File: src/rtl/lfsr_gen.sv
// lfsr_gen: parametrised Fibonacci LFSR with seed load, step enable and
// period tracking.
//
// Ports:
//   clk         rising-edge clock
//   rst         synchronous active-high reset
//   en          advance one step this cycle
//   load        load seed this cycle (overrides en)
//   seed        value to load; all-zero is rejected and replaced by RESET_SEED
//   q           present LFSR state (registered)
//   out_bit     serial output, q[0]
//   count       steps since last reset, load or period completion
//   period_len  length of the last completed period
//   period_done one-cycle pulse when a step returns q to the start value
//   zero_seed   one-cycle pulse when an all-zero seed was rejected

module lfsr_gen #(
    parameter int               WIDTH      = 4,
    parameter logic [WIDTH-1:0] TAPS       = 4'b0011,
    parameter logic [WIDTH-1:0] RESET_SEED = 4'b1000
) (
    input  logic             clk,
    input  logic             rst,
    input  logic             en,
    input  logic             load,
    input  logic [WIDTH-1:0] seed,
    output logic [WIDTH-1:0] q,
    output logic             out_bit,
    output logic [WIDTH-1:0] count,
    output logic [WIDTH-1:0] period_len,
    output logic             period_done,
    output logic             zero_seed
);

    // Reference value for period detection; only reset or load move it.
    logic [WIDTH-1:0] start;
    logic [WIDTH-1:0] q_next;
    logic [WIDTH-1:0] count_inc;
    logic             fb;
    logic             seed_zero;

    assign fb        = ^(q & TAPS);
    assign q_next    = {fb, q[WIDTH-1:1]};
    assign count_inc = count + WIDTH'(1);
    assign seed_zero = (seed == '0);
    assign out_bit   = q[0];

    always_ff @(posedge clk) begin
        if (rst) begin
            q           <= RESET_SEED;
            start       <= RESET_SEED;
            count       <= '0;
            period_len  <= '0;
            period_done <= 1'b0;
            zero_seed   <= 1'b0;
        end else if (load) begin
            // An all-zero seed would lock the register up, so fall back.
            q           <= seed_zero ? RESET_SEED : seed;
            start       <= seed_zero ? RESET_SEED : seed;
            zero_seed   <= seed_zero;
            count       <= '0;
            period_done <= 1'b0;
        end else if (en) begin
            q         <= q_next;
            zero_seed <= 1'b0;
            if (q_next == start) begin
                count       <= '0;
                period_len  <= count_inc;
                period_done <= 1'b1;
            end else begin
                count       <= count_inc;
                period_done <= 1'b0;
            end
        end else begin
            period_done <= 1'b0;
            zero_seed   <= 1'b0;
        end
    end

endmodule

File: config.mk
export PLATFORM = sky130hd
export DESIGN_NAME = lfsr_gen
export DESIGN_NICKNAME = d
export VERILOG_FILES = /design/src/rtl/lfsr_gen.sv
export SDC_FILE = /design/constraint.sdc
export NUM_CORES = 1
export LEC_CHECK = 0
export CELL_PAD_IN_SITES_DETAIL_PLACEMENT = 0
export CELL_PAD_IN_SITES_GLOBAL_PLACEMENT = 1
export CORE_ASPECT_RATIO = 1.5
export CORE_UTILIZATION = 35
export CTS_BUF_LIST = sky130_fd_sc_hd__clkbuf_8
export DETAILED_ROUTE_END_ITERATION = 8
export GPL_ROUTABILITY_DRIVEN = 0
export GPL_TIMING_DRIVEN = 0
export PLACE_DENSITY_LB_ADDON = 0.08
export SLEW_MARGIN = 20
export SYNTH_ARGS = -nofsm -noshare
export SYNTH_HDL_FRONTEND = slang
export SYNTH_SLANG_ARGS = --single-unit
File: constraint.sdc
create_clock -name clk -period 2.5 [get_ports clk]
set_input_delay 0.375 -clock clk [delete_from_list [all_inputs] [get_ports clk]]
set_output_delay 0.375 -clock clk [all_outputs]
set_load 0.01 [all_outputs]
==> results.tsv, run 1 <==
stage	metric	value	unit
outcome	status	finished, final reports clean	
sta	setup-tns-final	0	ns
sta	finalHoldViolCount	0	
worst_setup_path	path_max_fanout	6	
worst_setup_path	crit_path_max_incr_delay	0.45	ns
placed_design	hpwl	1.32	mm
worst_hold_path	hold_start	period_len[1]	
sta	tightest_slew	0.508	ns
sta	relSlewSlack	66.1	%
clock_tree	cts-root-buf	clkbuf_8	
global_routing	grt_pass1_wl	2.70	mm
logic_synthesis	ys_types	23	
logic_synthesis	yosysWarnings	0	
cells_and_area	antennaDiodeCount	0	
logic_synthesis	syn_area_per_cell	8.81	um^2
clock_tree	ctsHoldBuffers	0	
clock_tree	cts_inserted_buffers	3	
global_routing	grt_use_total	15.6	%
cells_and_area	drive_gt1_share	5.98	%
sta	fin_worst_skew	0.00152	ns
routing	drcViolationCount	0	
cells_and_area	final.fill_count	238	
sta	slew_violations	0	
logic_synthesis	synth_edf_count	0	
worst_setup_path	slowest_stage	xnor3_1	
worst_setup_path	cp_top_family	simple AND/OR/NAND/NOR gates	
floorplanning	initial_core_util	36.7	%
cells_and_area	nets	127	
logic_synthesis	synth.area.mux_share	7.41	%
logic_synthesis	synth_top_family_by_area	simple AND/OR/NAND/NOR gates	
worst_hold_path	hold_end	period_len[1]	
global_routing	antenna_found_initial	0	
logic_synthesis	synth-simple-area-share	19.9	%
logic_synthesis	async_flop_share	0	%
worst_setup_path	cp.required	2.68	ns
sta	holdWs	0.485	ns
logic_synthesis	syn_nets	101	
routing	wirelength	1.69	mm
logic_synthesis	synthAdderAreaFrac	1.54	%
floorplanning	die_w	41.3	um
power_and_ir_drop	p_per_area	585	nW/um^2
clock_tree	cts_htree_levels	1	
power_and_ir_drop	p_leak	0.000424	uW
floorplanning	io_pins	23	
routing	route.vias.total	713	
logic_synthesis	synth_ff_type	dfxtp_1	
worst_setup_path	timing.rr.start	q[0]	
logic_synthesis	yosysSeqAreaShare	44.4	%
routing	ant_nets	0	
power_and_ir_drop	irDropWorstVdd	0.270	mV
cells_and_area	seq_area	360	um^2
clock_tree	cts_setup_buffers	0	
logic_synthesis	synthesis.area	811	um^2
logic_synthesis	synth-xor-area-share	9.26	%
sta	fin_crit_sh	67.8	%
worst_setup_path	worst-path-stages	5	
worst_setup_path	reg2reg_slack	0.81	ns
worst_hold_path	whs_path_depth	2	
worst_setup_path	worstReg2RegEnd	count[0]	
logic_synthesis	synth-compound-area-share	12.3	%
cells_and_area	fin_util	50.1	%
cells_and_area	area_delta_synth_final	36.3	%
sta	rsz0062_at_grt	false	
global_routing	grt-ovfl-total	0	
clock_tree	cts_tree	built	
placed_design	numPortBuffers	21	
clock_tree	clock_latency	0.25	ns
worst_setup_path	cp-start-kind	flop	
clock_tree	cts_sinks	18	
worst_setup_path	crit_chain	xnor3_1 > and4_4 > buf_6 > or3_1 > a21oi_1	
logic_synthesis	netlist_instances	92	
sta	clock.fmax	590	MHz
cells_and_area	final_cell_mix	21 x clkdlybuf4s50_1, 18 x dfxtp_1, 13 x nor2_1	
routing	wl_per_cell	12.0	um
placed_design	dp.cells	136	
worst_setup_path	reg2reg_depth	5	
power_and_ir_drop	power	647	uW
global_routing	grt_pass1_vias	623	
clock_tree	cts.clk_slew.worst_paths	0.07	ns
routing	first_pass_iters	3	
worst_setup_path	worst-path-buf-inv	1	
sta	post-route-min-period	1.69	ns
cells_and_area	layout_commonest_cell	clkdlybuf4s50_1	
floorplanning	coreArea	2210	um^2
logic_synthesis	ys_seq_elements	18	
worst_setup_path	cp.arrival	1.88	ns
run	maxCapViolations	0	
floorplanning	die_h	60.9	um
cells_and_area	multi_input_area	409	um^2
global_routing	grt_max_degree	11	
sta	setup-violations-final	0	
floorplanning	row_count	21	
routing	drt-vias-per-instance	5.09	
clock_tree	cts_max_path_buffers	2	
cells_and_area	fin_cells	140	
worst_setup_path	worstSetupPathType	reg2reg	
worst_setup_path	end_kind	flop	
clock_tree	cts.repair.resized	0	
floorplanning	die_area	2520	um^2
routing	drt-initial-drc-count	9	
worst_hold_path	hold_class	reg2reg	
## report_power, final
group | switching (uW) | internal [uW]
combinational | 45.7 | 53.7
clock | 96.8 | 140
sequential | 12.1 | 299
total | 155 | 492
## worst min-delay path: stages, from the launching register on
cell,delay (ns)
dfxtp_1,0.31
o21ai_0,0.07
a21oi_1,0.06
## per-layer routing
layer  part of all wire, %  GRT usage [%]
met4                  0.30           5.53
met3                   3.4           3.30
met1                    44           17.4
met5                     0              0
met2                    52           27.5
## cell families after synthesis
group,after synthesis
AND/OR/NAND/NOR,35
flip-flops,18
AO/OA/AOI/OAI,17
buffers and inverters,8
XOR/XNOR,7
multiplexers,6
adder cells (fa/ha/maj),1
## registers in the layout, summed over array words and instances (netlist names)
name,flops
count,4
period_len,4
q,4
start,4
period_done,1
zero_seed,1
## per-stage QoR
stage | cell area, um^2 | worst slack, ns
6_report | 1100 | 0.806
5_1_grt | 1100 | 0.738
4_1_cts | 1100 | 0.793
3_5_place_dp | 1050 | 0.629
3_3_place_gp | 1050 | 0.620
2_1_floorplan | 811 | 0.854
## Yosys cell counts, types with 3 or more instances
cell type | n | area share, %
dfxtp_1 | 18 | 44
nor2_1 | 13 | 6.0
a21oi_1 | 9 | 5.6
nand2_1 | 7 | 3.2
mux2i_1 | 6 | 7.4
nand3_1 | 6 | 3.7
nor3_1 | 5 | 3.1
xnor2_1 | 5 | 5.4
a211oi_1 | 3 | 2.8
clkbuf_1 | 3 | 1.4
inv_1 | 3 | 1.4
o21ai_0 | 3 | 1.9
## area by class of cell
type	count	share of cell area [%]
Multi-Input combinational cell	66	37.0
Sequential cell	18	32.6
Timing Repair Buffer	21	19.0
Clock buffer	4	4.98
Buffer	5	2.72
Tap cell	23	2.60
Inverter	3	1.02
## how the worst max path moves through the flow
| stage | startpoint | endpoint | slack, ns |
|---|---|---|---|
| floorplan | q[0] | count[0] | 0.85 |
| global placement | en | q[2] | 0.62 |
| detailed placement | en | q[2] | 0.63 |
| CTS | q[0] | q[0] | 0.79 |
| global route | q[0] | count[0] | 0.74 |
| finish | q[0] | count[0] | 0.81 |
Power figures use the tool's default switching activity.
==> run 2: changes to the inputs <==
clock period = 1.7 ns   (was 2.5 ns; I/O delays follow)
==> run 2 against run 1 <==
Against the previous run:
- routed wire length increased by 0.36%
- hold slack barely moved
- combinational power grew 47%
- clock skew about the same
- cell count did not move
- first-iteration DRC count unchanged
- global-route usage stayed put
==> results.tsv, run 2 (synthesized netlist as in run 1, its figures left out) <==
stage	metric	value	unit	change
global_routing	grt_max_degree	11		unchanged
outcome	status	finished, final reports clean		unchanged
power_and_ir_drop	p_sw	227	uW	was 155 uW
routing	wl_met3	57	um	unchanged
cells_and_area	fin_cells	140		unchanged
global_routing	antenna_found_initial	0		unchanged
power_and_ir_drop	pwr-share-seq	48.1	%	was 48.0%
clock_tree	cts_inserted_buffers	3		unchanged
sta	setup-violations-final	0		unchanged
power_and_ir_drop	p_int	724	uW	was 492 uW
clock_tree	cts_htree_levels	1		unchanged
sta	fin_crit_sh	96.0	%	was 67.8%
clock_tree	clock_latency	0.25	ns	about the same
worst_setup_path	cp-start-kind	flop		unchanged
sta	holdWs	0.485	ns	about the same
power_and_ir_drop	power	951	uW	was 647 uW
clock_tree	ctsHoldBuffers	0		unchanged
placed_design	hpwl	1.32	mm	unchanged
clock_tree	cts_max_path_buffers	2		unchanged
sta	tightest_slew	0.508	ns	about the same
routing	first_pass_iters	4		was 3
clock_tree	cts.repair.resized	1		was 0
clock_tree	cts_tree	built		unchanged
worst_setup_path	worstSetupPathType	reg2reg		unchanged
power_and_ir_drop	p_leak	0.000425	uW	was 0.000424 uW
placed_design	dp.cells	136		unchanged
clock_tree	cts_setup_buffers	0		unchanged
routing	wirelength	1.69	mm	about the same
cells_and_area	area_delta_synth_final	36.4	%	was 36.3%
routing	wl_per_cell	12.1	um	was 12.0 um
floorplanning	initial_core_util	36.7	%	unchanged
global_routing	grt_pass1_wl	2.70	mm	unchanged
worst_setup_path	cp.required	1.88	ns	was 2.68 ns
floorplanning	coreArea	2210	um^2	unchanged
sta	fin_worst_skew	0.00151	ns	was 0.00152 ns
sta	rsz0062_at_grt	false		unchanged
floorplanning	die_h	60.9	um	unchanged
routing	met2WireLength	890	um	was 884 um
floorplanning	row_count	21		unchanged
routing	met1Wirelength	736	um	was 738 um
cells_and_area	layout_commonest_cell	clkdlybuf4s50_1		unchanged
sta	clock.fmax	613	MHz	was 590 MHz
worst_setup_path	cp.arrival	1.82	ns	was 1.88 ns
floorplanning	io_pins	23		unchanged
sta	finalHoldViolCount	0		unchanged
worst_setup_path	path_max_fanout	6		unchanged
power_and_ir_drop	clockPowerShare	36.5	%	was 36.6%
clock_tree	cts_sinks	18		unchanged
sta	post-route-min-period	1.63	ns	was 1.69 ns
routing	drt-initial-drc-count	9		unchanged
clock_tree	cts.clk_slew.worst_paths	0.07	ns	about the same
global_routing	grt_use_total	15.6	%	unchanged
clock_tree	cts-root-buf	clkbuf_8		unchanged
sta	relSlewSlack	66.1	%	about the same
worst_hold_path	hold_class	reg2reg		unchanged
floorplanning	die_w	41.3	um	unchanged
power_and_ir_drop	p_per_area	860	nW/um^2	was 585 nW/um^2
worst_setup_path	end_kind	flop		unchanged
run	maxCapViolations	0		unchanged
routing	drt-vias-per-instance	5.08		was 5.09
cells_and_area	nets	127		unchanged
floorplanning	die_area	2520	um^2	unchanged
power_and_ir_drop	swShare	23.9	%	about the same
routing	route.vias.total	711		was 713
global_routing	grt-ovfl-total	0		unchanged
cells_and_area	drive_gt1_share	6.84	%	was 5.98%
placed_design	numPortBuffers	21		unchanged
cells_and_area	final_cell_mix	21 x clkdlybuf4s50_1, 17 x dfxtp_1, 13 x nor2_1		was 21 x clkdlybuf4s50_1, 18 x dfxtp_1, 13 x nor2_1
power_and_ir_drop	irDropWorstVdd	0.397	mV	was 0.270 mV
power_and_ir_drop	comb_power_share	15.4	%	about the same
routing	top_layer	met4		unchanged
cells_and_area	antennaDiodeCount	0		unchanged
sta	slew_violations	0		unchanged
global_routing	grt_pass1_vias	623		unchanged
routing	ant_nets	0		unchanged
routing	drcViolationCount	0		unchanged
-- run 2: cell counts in the layout (fill, tap and decap cells not counted) --
No cell type changed its count.
-- run 2: worst max-delay path: stages (launching register included) --
cell and delay [ns]:
dfxtp_2 0.37, xnor3_1 0.43, and4_4 0.21, buf_6 0.12, or3_1 0.30, a21oi_1 0.13
-- run 2: layout make-up --
type	instances	area (um^2)
Fill cell	238	1100
Multi-Input combinational cell	66	409
Clock buffer	4	55.1
Timing Repair Buffer	21	210
Buffer	5	30.0
Tap cell	23	28.8
Sequential cell	18	362
Inverter	3	11.3
-- run 2: per-layer routing --
layer,GRT usage (%),up-vias
li1,-,373
met1,17.4,320
met2,27.5,16
met3,3.30,2
met4,5.53,0
met5,0,-
-- run 2: power groups by stage --
| stage | combinational (uW) | clock, uW | sequential, uW |
|---|---|---|---|
| after floorplan | 83.5 | 0 | 469 |
| after global placement | 148 | 0 | 466 |
| after detailed placement | 147 | 0 | 467 |
| after CTS | 147 | 361 | 458 |
| after global routing | 161 | 368 | 459 |
| final | 146 | 347 | 457 |
-- run 2: stage by stage --
step / setup TNS (ns) / worst slack (ns) / instance area [um^2] / utilization (%)
2_1_floorplan: 0 / 0.0539 / 811 / -
3_3_place_gp: -0.191 / -0.0603 / 1050 / 47.6
3_5_place_dp: -0.100 / -0.0508 / 1050 / 47.6
4_1_cts: 0 / 0.0652 / 1110 / 50.1
5_1_grt: 0 / 0.0152 / 1110 / 50.1
6_report: 0 / 0.0682 / 1110 / 50.1
-- run 2: path summary, 6_finish.rpt --
check / start / to / slack (ns) / cells past startpoint
max: q[0] / count[0] / 0.07 / 5
min: period_len[1] / period_len[1] / 0.49 / 2
max reg2reg: q[0] / count[0] / 0.07 / 5
min reg2reg: period_len[1] / period_len[1] / 0.49 / 2
